File: config.mk
export PLATFORM = sky130hd
export DESIGN_NAME = gauss_moment_acc_flat
export DESIGN_NICKNAME = d
export VERILOG_FILES = /design/src/rtl/gauss_moment_acc_pkg.sv /design/src/rtl/gauss_moment_acc_if.sv /design/src/rtl/gauss_moment_acc_moment_mac.sv /design/src/rtl/gauss_moment_acc.sv /design/src/flat_wrapper.sv
export SDC_FILE = /design/constraint.sdc
export NUM_CORES = 1
export LEC_CHECK = 0
export CORE_MARGIN = 2
export CORE_UTILIZATION = 61
export DETAILED_ROUTE_END_ITERATION = 8
export PLACE_DENSITY = 0.81
export RECOVER_POWER = 25
export SYNTH_ARGS = -nofsm -noshare
export SYNTH_HDL_FRONTEND = slang
export SYNTH_SLANG_ARGS = --single-unit
export TNS_END_PERCENT = 100
File: constraint.sdc
create_clock -name clk -period 11.2 [get_ports clk]
set_input_delay 2.24 -clock clk [delete_from_list [all_inputs] [get_ports clk]]
set_output_delay 2.24 -clock clk [all_outputs]
set_load 0.005 [all_outputs]
File: src/rtl/gauss_moment_acc_pkg.sv
// gauss_pkg: shared constants, sample type and FSM state encoding for the
// Gaussian moment accumulator slice.
//   DW           default sample width
//   LOG2_N_DFLT  default log2 of samples per block
//   WARMUP_DFLT  default number of discarded warm-up samples
//   sample_t     signed sample type
//   acc_state_e  measurement FSM states
package gauss_pkg;

    localparam int unsigned DW          = 16;
    localparam int unsigned LOG2_N_DFLT = 8;
    localparam int unsigned WARMUP_DFLT = 8;

    typedef logic signed [DW-1:0] sample_t;

    typedef enum logic [1:0] {
        IDLE,
        WARMUP,
        ACCUM,
        DONE
    } acc_state_e;

endpackage

File: src/rtl/gauss_moment_acc_if.sv
// gauss_moment_acc_if: command, sample and result signals of the moment
// accumulator.
//   master: drives start/in_valid/in_16, observes status and results
//   slave : the accumulator side
//   start, in_valid, in_16 : command and sample input
//   busy, done             : status
//   sum_out, sumsq_out, mean_out, min_out, max_out : block results
interface gauss_moment_acc_if #(
    parameter int unsigned DW     = 16,
    parameter int unsigned LOG2_N = 8
);
    logic                         start;
    logic                         in_valid;
    logic signed [DW-1:0]         in_16;
    logic                         busy;
    logic                         done;
    logic signed [DW+LOG2_N-1:0]  sum_out;
    logic [2*DW+LOG2_N-1:0]       sumsq_out;
    logic signed [DW-1:0]         mean_out;
    logic signed [DW-1:0]         min_out;
    logic signed [DW-1:0]         max_out;

    modport master (
        output start, in_valid, in_16,
        input  busy, done, sum_out, sumsq_out, mean_out, min_out, max_out
    );

    modport slave (
        input  start, in_valid, in_16,
        output busy, done, sum_out, sumsq_out, mean_out, min_out, max_out
    );
endinterface

File: src/rtl/gauss_moment_acc_moment_mac.sv
// moment_mac: sum and sum-of-squares accumulators.
//   clk, reset : clock, synchronous active-high reset
//   clr        : zero both accumulators (wins over en)
//   en         : accumulate sample this cycle
//   sample     : signed input sample
//   sum_nxt    : next-state sum (includes this cycle's sample when en)
//   sumsq_nxt  : next-state sum of squares
// Next-state values are exported so the owner can capture the final block
// result on the same edge that accepts the last sample.
module moment_mac #(
    parameter int unsigned DW     = 16,
    parameter int unsigned LOG2_N = 8
) (
    input  logic                        clk,
    input  logic                        reset,
    input  logic                        clr,
    input  logic                        en,
    input  logic signed [DW-1:0]        sample,
    output logic signed [DW+LOG2_N-1:0] sum_nxt,
    output logic [2*DW+LOG2_N-1:0]      sumsq_nxt
);
    localparam int unsigned SW = DW + LOG2_N;
    localparam int unsigned QW = 2 * DW + LOG2_N;

    logic signed [SW-1:0]   sum_q, sum_d;
    logic [QW-1:0]          sumsq_q, sumsq_d;
    logic signed [2*DW-1:0] sq;

    always_comb begin
        // Full 2*DW signed product; (-2^(DW-1))^2 still fits as a positive value.
        sq      = sample * sample;
        sum_d   = sum_q;
        sumsq_d = sumsq_q;
        if (clr) begin
            sum_d   = '0;
            sumsq_d = '0;
        end else if (en) begin
            sum_d   = sum_q + SW'(sample);
            sumsq_d = sumsq_q + QW'($unsigned(sq));
        end
    end

    always_ff @(posedge clk) begin
        if (reset) begin
            sum_q   <= '0;
            sumsq_q <= '0;
        end else begin
            sum_q   <= sum_d;
            sumsq_q <= sumsq_d;
        end
    end

    assign sum_nxt   = sum_d;
    assign sumsq_nxt = sumsq_d;

endmodule

File: src/rtl/gauss_moment_acc.sv
// gauss_moment_acc: captures a block of 2^LOG2_N signed samples after
// discarding WARMUP valid samples, and reports sum, sum of squares and mean.
//   clk, reset : clock, synchronous active-high reset
//   bus        : gauss_moment_acc_if slave (start/in_valid/in_16 in;
//                busy/done/sum_out/sumsq_out/mean_out/min_out/max_out out)
// Optional: define GAUSS_MOMENT_MINMAX_EN to track block min/max; otherwise
// min_out/max_out are tied to 0.
module gauss_moment_acc #(
    parameter int unsigned DW     = gauss_pkg::DW,
    parameter int unsigned LOG2_N = gauss_pkg::LOG2_N_DFLT,
    parameter int unsigned WARMUP = gauss_pkg::WARMUP_DFLT
) (
    input  logic                clk,
    input  logic                reset,
    gauss_moment_acc_if.slave   bus
);
    import gauss_pkg::*;

    localparam int unsigned CW = LOG2_N + 1;
    localparam int unsigned SW = DW + LOG2_N;
    localparam int unsigned QW = 2 * DW + LOG2_N;
    localparam int unsigned WW = (WARMUP > 1) ? $clog2(WARMUP) : 1;
    localparam logic [CW-1:0] LAST  = CW'(2 ** LOG2_N - 1);
    localparam logic [WW-1:0] WLAST = WW'((WARMUP == 0) ? 0 : WARMUP - 1);

    acc_state_e        state_q, state_d;
    logic [CW-1:0]     cnt_q, cnt_d;
    logic [WW-1:0]     wcnt_q, wcnt_d;
    logic              mac_clr, mac_en, load;

    logic signed [SW-1:0] sum_nxt, sum_res_q, sum_res_d;
    logic [QW-1:0]        sumsq_nxt, sumsq_res_q, sumsq_res_d;
    logic signed [DW-1:0] mean_res_q, mean_res_d;

    moment_mac #(
        .DW     (DW),
        .LOG2_N (LOG2_N)
    ) u_mac (
        .clk       (clk),
        .reset     (reset),
        .clr       (mac_clr),
        .en        (mac_en),
        .sample    (bus.in_16),
        .sum_nxt   (sum_nxt),
        .sumsq_nxt (sumsq_nxt)
    );

    always_comb begin
        state_d = state_q;
        cnt_d   = cnt_q;
        wcnt_d  = wcnt_q;
        mac_clr = 1'b0;
        mac_en  = 1'b0;
        load    = 1'b0;
        case (state_q)
            IDLE: begin
                if (bus.start) begin
                    mac_clr = 1'b1;
                    cnt_d   = '0;
                    wcnt_d  = '0;
                    state_d = (WARMUP == 0) ? ACCUM : gauss_pkg::WARMUP;
                end
            end
            gauss_pkg::WARMUP: begin
                if (bus.in_valid) begin
                    wcnt_d = wcnt_q + 1'b1;
                    if (wcnt_q == WLAST) state_d = ACCUM;
                end
            end
            ACCUM: begin
                if (bus.in_valid) begin
                    mac_en = 1'b1;
                    cnt_d  = cnt_q + 1'b1;
                    if (cnt_q == LAST) begin
                        state_d = DONE;
                        load    = 1'b1;
                    end
                end
            end
            DONE:    state_d = IDLE;
            default: state_d = IDLE;
        endcase

        // Results capture the accumulators' next state so they are valid
        // in the very cycle done is high.
        sum_res_d   = load ? sum_nxt : sum_res_q;
        sumsq_res_d = load ? sumsq_nxt : sumsq_res_q;
        mean_res_d  = load ? DW'(sum_nxt >>> LOG2_N) : mean_res_q;
    end

    always_ff @(posedge clk) begin
        if (reset) begin
            state_q     <= IDLE;
            cnt_q       <= '0;
            wcnt_q      <= '0;
            sum_res_q   <= '0;
            sumsq_res_q <= '0;
            mean_res_q  <= '0;
        end else begin
            state_q     <= state_d;
            cnt_q       <= cnt_d;
            wcnt_q      <= wcnt_d;
            sum_res_q   <= sum_res_d;
            sumsq_res_q <= sumsq_res_d;
            mean_res_q  <= mean_res_d;
        end
    end

    assign bus.busy      = (state_q == gauss_pkg::WARMUP) || (state_q == ACCUM);
    assign bus.done      = (state_q == DONE);
    assign bus.sum_out   = sum_res_q;
    assign bus.sumsq_out = sumsq_res_q;
    assign bus.mean_out  = mean_res_q;

`ifdef GAUSS_MOMENT_MINMAX_EN
    logic signed [DW-1:0] min_q, min_d, max_q, max_d;
    logic signed [DW-1:0] min_res_q, min_res_d, max_res_q, max_res_d;

    always_comb begin
        min_d = min_q;
        max_d = max_q;
        if (mac_en) begin
            // First accumulated sample seeds both trackers.
            if (cnt_q == '0) begin
                min_d = bus.in_16;
                max_d = bus.in_16;
            end else begin
                if (bus.in_16 < min_q) min_d = bus.in_16;
                if (bus.in_16 > max_q) max_d = bus.in_16;
            end
        end
        min_res_d = load ? min_d : min_res_q;
        max_res_d = load ? max_d : max_res_q;
    end

    always_ff @(posedge clk) begin
        if (reset) begin
            min_q     <= '0;
            max_q     <= '0;
            min_res_q <= '0;
            max_res_q <= '0;
        end else begin
            min_q     <= min_d;
            max_q     <= max_d;
            min_res_q <= min_res_d;
            max_res_q <= max_res_d;
        end
    end

    assign bus.min_out = min_res_q;
    assign bus.max_out = max_res_q;
`else
    assign bus.min_out = '0;
    assign bus.max_out = '0;
`endif

endmodule

File: src/flat_wrapper.sv
// flat-port wrapper written by rule: the top's interface ports become plain ports
module gauss_moment_acc_flat import gauss_pkg::*;
#(
    parameter int unsigned DW     = gauss_pkg::DW,
    parameter int unsigned LOG2_N = gauss_pkg::LOG2_N_DFLT,
    parameter int unsigned WARMUP = gauss_pkg::WARMUP_DFLT
)
  (clk, reset, bus_start, bus_in_valid, bus_in_16, bus_busy, bus_done, bus_sum_out, bus_sumsq_out, bus_mean_out, bus_min_out, bus_max_out);
  gauss_moment_acc_if #(.DW(DW), .LOG2_N(LOG2_N)) bus_i ();
  input  logic clk;
  input  logic reset;
  input wire logic [$bits(bus_i.start)-1:0] bus_start;
  input wire logic [$bits(bus_i.in_valid)-1:0] bus_in_valid;
  input wire logic [$bits(bus_i.in_16)-1:0] bus_in_16;
  output wire logic [$bits(bus_i.busy)-1:0] bus_busy;
  output wire logic [$bits(bus_i.done)-1:0] bus_done;
  output wire logic [$bits(bus_i.sum_out)-1:0] bus_sum_out;
  output wire logic [$bits(bus_i.sumsq_out)-1:0] bus_sumsq_out;
  output wire logic [$bits(bus_i.mean_out)-1:0] bus_mean_out;
  output wire logic [$bits(bus_i.min_out)-1:0] bus_min_out;
  output wire logic [$bits(bus_i.max_out)-1:0] bus_max_out;
  assign bus_i.start = bus_start;
  assign bus_i.in_valid = bus_in_valid;
  assign bus_i.in_16 = bus_in_16;
  assign bus_busy = bus_i.busy;
  assign bus_done = bus_i.done;
  assign bus_sum_out = bus_i.sum_out;
  assign bus_sumsq_out = bus_i.sumsq_out;
  assign bus_mean_out = bus_i.mean_out;
  assign bus_min_out = bus_i.min_out;
  assign bus_max_out = bus_i.max_out;
  gauss_moment_acc #(.DW(DW), .LOG2_N(LOG2_N), .WARMUP(WARMUP)) u_core (.clk(clk), .reset(reset), .bus(bus_i));
endmodule
# After elaboration in Yosys (flattened, before gate mapping)
# Index checks and enable logic that the tools add are counted.
[totals] elab_cells=53 reg_bits=158 in_bits=20 output_inout_bits=114
[op_classes] eq_ne=10 add_sub_neg=4 muxes=23 reduce_logical=7 n_mul=1
[op_table] operator="$mux 40" count=2
[op_table] operator="$mux 24" count=2
[op_table] operator="$add 40x32->40" count=1
[op_table] operator="$mul 16x16->32" count=1
[op_table] operator="$add 24x16->24" count=1
[op_table] operator="$mux 9" count=2
[op_table] operator="$pmux 9 s2" count=1
[op_table] operator="$mux 2" count=5
[op_table] operator="$add 9x1->9 const B" count=1
[op_table] operator="$eq 9x8->1 const B" count=1
[op_table] operator="$pmux 2 s4" count=1
[op_table] operator="$mux 1" count=7
[op_table] operator="$mux 3" count=2
[op_table] operator="$ne 2x2->1 const B" count=3
[op_table] operator="$pmux 3 s2" count=1
[op_table] operator="$reduce_and 3->1" count=2
[op_table] operator="$reduce_and 5->1" count=1
[op_table] operator="$eq 2x2->1 const B" count=2
[op_table] operator="$ne 2x1->1 const B" count=2
[op_table] operator="$reduce_bool 2->1" count=2
[op_table] operator="$add 3x1->3 const B" count=1
[op_table] operator="$eq 3x3->1 const B" count=1
[op_table] operator="$eq 2x1->1 const B" count=1
[op_table] operator="$logic_not 2->1" count=1
[op_table] operator="$logic_or 1x1->1" count=1

# Logic depth before layout (Yosys ltp)
[logic_depth] ltp_word=4 ltp_mapped=35

# Modules after synthesis
# From an unflattened synthesis, not the netlist that was laid out.
[unflattened] hier_cells=2081 area_unflattened_um2=17682.0
[by_module_without_submodules] mod="moment_mac" cells_each=1664 seq_area_each_um2=1281.2 instances=1 area_per_inst_um2=14302.5
[by_module_without_submodules] mod="gauss_moment_acc" cells_each=417 seq_area_each_um2=1561.5 instances=1 area_per_inst_um2=3379.5

# Worst setup path after synthesis
# Ideal clock, no wire load.
[synth_path] path_kind="input port to flip-flop" startpoint="input bus_in_16[4]" endpoint="register u_core.sumsq_res_q[31] (netlist: u_core.bus.sumsq_out[31])" setup_slack_ns=1.472 setup_ns=0.123 path_stages=30 required_ns=11.077 n_path_buf=2 arrival_ns=9.605 path_cell_list="clkbuf_1 > clkbuf_1 > nand2_1 > fa_1 > fa_1 > fa_1 > inv_1 > fa_1 > fa_1 > inv_1 > fa_1 > inv_1 > ha_1 > a21oi_1 > o21ai_0 > a2111oi_1 > o31ai_1 > a21oi_1 > o21ai_0 > xor2_1 > ha_1 > a21o_1 > a31oi_1 > o21ai_0 > a221o_1 > a2bb2oi_1 > nand3b_1 > a21oi_1 > xor2_1 > o21ai_1"
[synth_via] elab_chain_len=4
[synth_lines] element="start, declared" line_no="flat_wrapper.sv:14" text="input wire logic [$bits(bus_i.in_16)-1:0] bus_in_16;"
[synth_lines] element="$mul 16x16->32" line_no="gauss_moment_acc_moment_mac.sv:31" text="sq = sample * sample;"
[synth_lines] element="$add 40x32->40" line_no="gauss_moment_acc_moment_mac.sv:39" text="sumsq_d = sumsq_q + QW'($unsigned(sq));"
[synth_lines] element="$mux 40" line_no="gauss_moment_acc_moment_mac.sv:37" text="end else if (en) begin"
[synth_lines] element="$mux 40" line_no="gauss_moment_acc_moment_mac.sv:34" text="if (clr) begin"
[synth_lines] element="end signal, assigned" line_no="gauss_moment_acc.sv:104" text="sumsq_res_q <= sumsq_res_d;"
[synth_lines] element="end, declared" line_no="gauss_moment_acc.sv:32" text="logic [QW-1:0] sumsq_nxt, sumsq_res_q, sumsq_res_d;"
# No other way between the ends.
# A chain may end at the register's enable or synchronous reset.

# Worst setup path in the final report
[layout_path] startpoint="input bus_in_16[6]" endpoint="register u_core.sumsq_res_q[31] (netlist: u_core.bus.sumsq_out[31])"
# The elaborated chain is that of the path after synthesis.

==> impl_metrics.csv <==
group,metric,value,unit
route,drt_iter0_drc,1047,
cells_and_area,nets,2512,
route,wirelength,42.57,mm
logic_synthesis,ys.flop_type,"dfxtp_1",
timing,setup_viol_count_final,0,
worst_setup_path,cp-end-kind,"flop",
logic_synthesis,synth_area,0.01732,mm²
route,drt_first_pass_iters,5,
logic_synthesis,syn_area_per_cell,8.479,µm²
route,wl_per_cell,17.07,µm
logic_synthesis,ys_seq_elements,142,
timing,timing.final.crit_share,94.89,%
worst_setup_path,critPathMaxStageDelay,860,ps
worst_setup_path,critical_path_class,"in -> reg",
cells_and_area,final_common_cell,"inv_1",
timing,finalClockSkew,12.44,ps
cts,clockBufferDepth,2,
global_route,antenna_found_initial,0,
route,num_vias,14142,
route,drc,0,
timing,fmax,0.09409,GHz
cts,cts_tree,"yes",
global_route,first_global_vias,14477,
worst_setup_path,startpoint_type,"input pin",
cts,cts_hold_buf,0,
logic_synthesis,yosysSeqAreaShare,16.41,%
cts,numCtsBuffers,17,
route,via_per_inst,5.670,
global_route,grt_start_max_net_pins,63,
logic_synthesis,synthCells,2043,
cells_and_area,drive_above_1_share,4.112,%
worst_setup_path,critPathSlowestCell,"clkdlybuf4s50_1",
timing,max-slew-margin-rel,28.11,%
timing,tightest_slew,1074,ps
logic_synthesis,synthArstFlopShare,0,%
cts,cts.sinks,142,
route,ant_nets,0,
logic_synthesis,synth_cell_types,75,
timing,rsz0062_at_grt,"false",
floorplan,row_count,61,
status,status,"finished clean",
timing,fin_setup_tns,0,ps
worst_setup_path,cp_common_cell,"fa_1",
floorplan,chipHeight,172.5,µm
floorplan,dieArea,0.02976,mm²
cells_and_area,regArea,0.002843,mm²
placed_design,dp_hpwl,33.87,mm
cells_and_area,fin_area,0.01912,mm²
timing,finalHoldViolCount,0,
worst_setup_path,crit_arrival,10920,ps
logic_synthesis,yosysWarnings,0,
cts,cts_resized,0,
placed_design,portBuffers,101,
floorplan,pin_count,134,
cells_and_area,diodes,0,
flow_run,cap_violations,0,
cells_and_area,fillers,2201,
placed_design,dpl_cell_area,0.01850,mm²
cells_and_area,final_cell_mix,"inv_1 (354), nand2_1 (244), fa_1 (239)",
cts,htreeDepth,4,
global_route,grt_pass1_wl,71.73,mm
cells_and_area,area_growth,10.38,%
worst_setup_path,cp_data_required_time,11490,ps
floorplan,coreArea,0.02786,mm²
cts,postCtsSetupBuffers,0,
cells_and_area,multiInputGateArea,0.01261,mm²
floorplan,fp.dieW,172.5,µm
timing,slew_viol_final,0,
global_route,gr-total-overflow,0,
timing,period_needed,10630,ps
global_route,grt_util_all_layers,29.45,%
hold_path,hold_class,"reg -> reg",
cts,insertion_delay,430,ps
placed_design,place_congestion,0.9224,
worst_setup_path,critPathMaxFanout,10,
cts,clk_pin_slew,60,ps
cts,root_buffer,"clkbuf_16",
floorplan,initial_core_util,62.18,%
logic_synthesis,synth_enable_flop_cells,0,
## flip-flops by register name (all words and copies together), names as in the netlist
signal / count
u_core.bus.mean_out: 15
u_core.bus.sum_out: 9
u_core.bus.sumsq_out: 40
u_core.cnt_q: 9
u_core.state_q: 2
u_core.u_mac.sum_q: 24
u_core.u_mac.sumsq_q: 40
u_core.wcnt_q: 3
## cells in the mapped netlist (6+ instances only)
library cell  instances  area (µm²)
dfxtp_1             142        2843
nand2_1             245       919.6
ha_1                148        1852
o21bai_1              9       67.56
a21oi_1             135       675.7
o21a_1                9       67.56
buf_4                50       375.4
a211oi_1             12       90.09
inv_1               354        1329
nand2b_1             12       75.07
a21o_1               32       240.2
and3_1                7       43.79
buf_1                 7       26.28
nor3_1               31       155.2
o211ai_1             10       75.07
o21ai_1              18       90.09
o21ai_0              53       265.3
nand4_1              21       131.4
or3_1                 7       43.79
nor2b_1              11       68.82
a22oi_1              14       105.1
xor2_1               35       306.5
and2_1               43       269.0
a31o_2                7       61.31
a31oi_1               9       56.30
a22o_1               11       96.34
xnor2_1              61       534.3
fa_1                239        4785
nor2_1              118       442.9
mux2i_1               8       80.08
o31ai_1               6       45.04
a2111o_1              6       67.56
nand3_1              50       250.2
clkbuf_1             59       221.5
## routing by layer
layer  wire length [µm]  GRT usage [%]  share of wire (%)
met1              18400          40.67                 43
met2              19760          47.93                 46
met3               3380          5.106                7.9
met4               1028          8.191                2.4
met5                  0              0                  0
## cell type report
cell class	count	share of cell area [%]
Sequential cell	142	14.87
Tap cell	378	2.474
Clock inverter	10	0.7918
Multi-Input combinational cell	1457	65.96
Timing Repair Buffer	133	6.518
Clock buffer	20	2.441
Inverter	354	6.949
## through the flow
stage | hold WS (ps) | utilization (%) | instances | setup WS, ps
after global routing | 474.4 | 68.64 | 2494 | 135.3
after CTS | 456.6 | 68.64 | 2494 | 692.7
after global placement | 438.4 | 66.42 | 2464 | 488.5
final | 445.3 | 68.64 | 2494 | 572.0
after detailed placement | 443.6 | 66.42 | 2464 | 327.0
after floorplan | 435.6 | - | 2074 | 1472
## cells by family (layout without fill, tap and decap cells)
kind of cell,after synthesis,count (layout),synth area share [%]
flops,142,142,16.41
other cells,1,32,0.02165
xor+xnor,96,96,4.854
fa+ha+maj,387,387,38.31
buf+inv,475,517,11.51
simple gates,570,570,15.02
compound gates,363,363,13.35
mux,9,9,0.5273
## path summary, 6_finish.rpt
check                                        start                               endpoint  slack, ps  depth (start not counted)
max                                   bus_in_16[6]  u_core.bus.sumsq_out[31]$_SDFFE_PP0P_        570                         34
min          u_core.bus.sumsq_out[28]$_SDFFE_PP0P_  u_core.bus.sumsq_out[28]$_SDFFE_PP0P_        450                          2
max reg2reg           u_core.cnt_q[3]$_SDFFE_PP0P_  u_core.bus.sumsq_out[21]$_SDFFE_PP0P_       7770                          9
min reg2reg  u_core.bus.sumsq_out[28]$_SDFFE_PP0P_  u_core.bus.sumsq_out[28]$_SDFFE_PP0P_        450                          2
## critical path: cells and delay by family
| kind | cells | cell delay, ps |
|---|---|---|
| adder cells (fa/ha/maj) | 8 | 3780 |
| AO/OA/AOI/OAI | 10 | 1800 |
| buffers and inverters | 7 | 1430 |
| AND/OR/NAND/NOR | 7 | 1250 |
| XOR/XNOR | 2 | 410 |
Power is left out: the tool's default activity adds up to more than one toggle a clock period on the data nets, which glitch-free logic cannot reach.
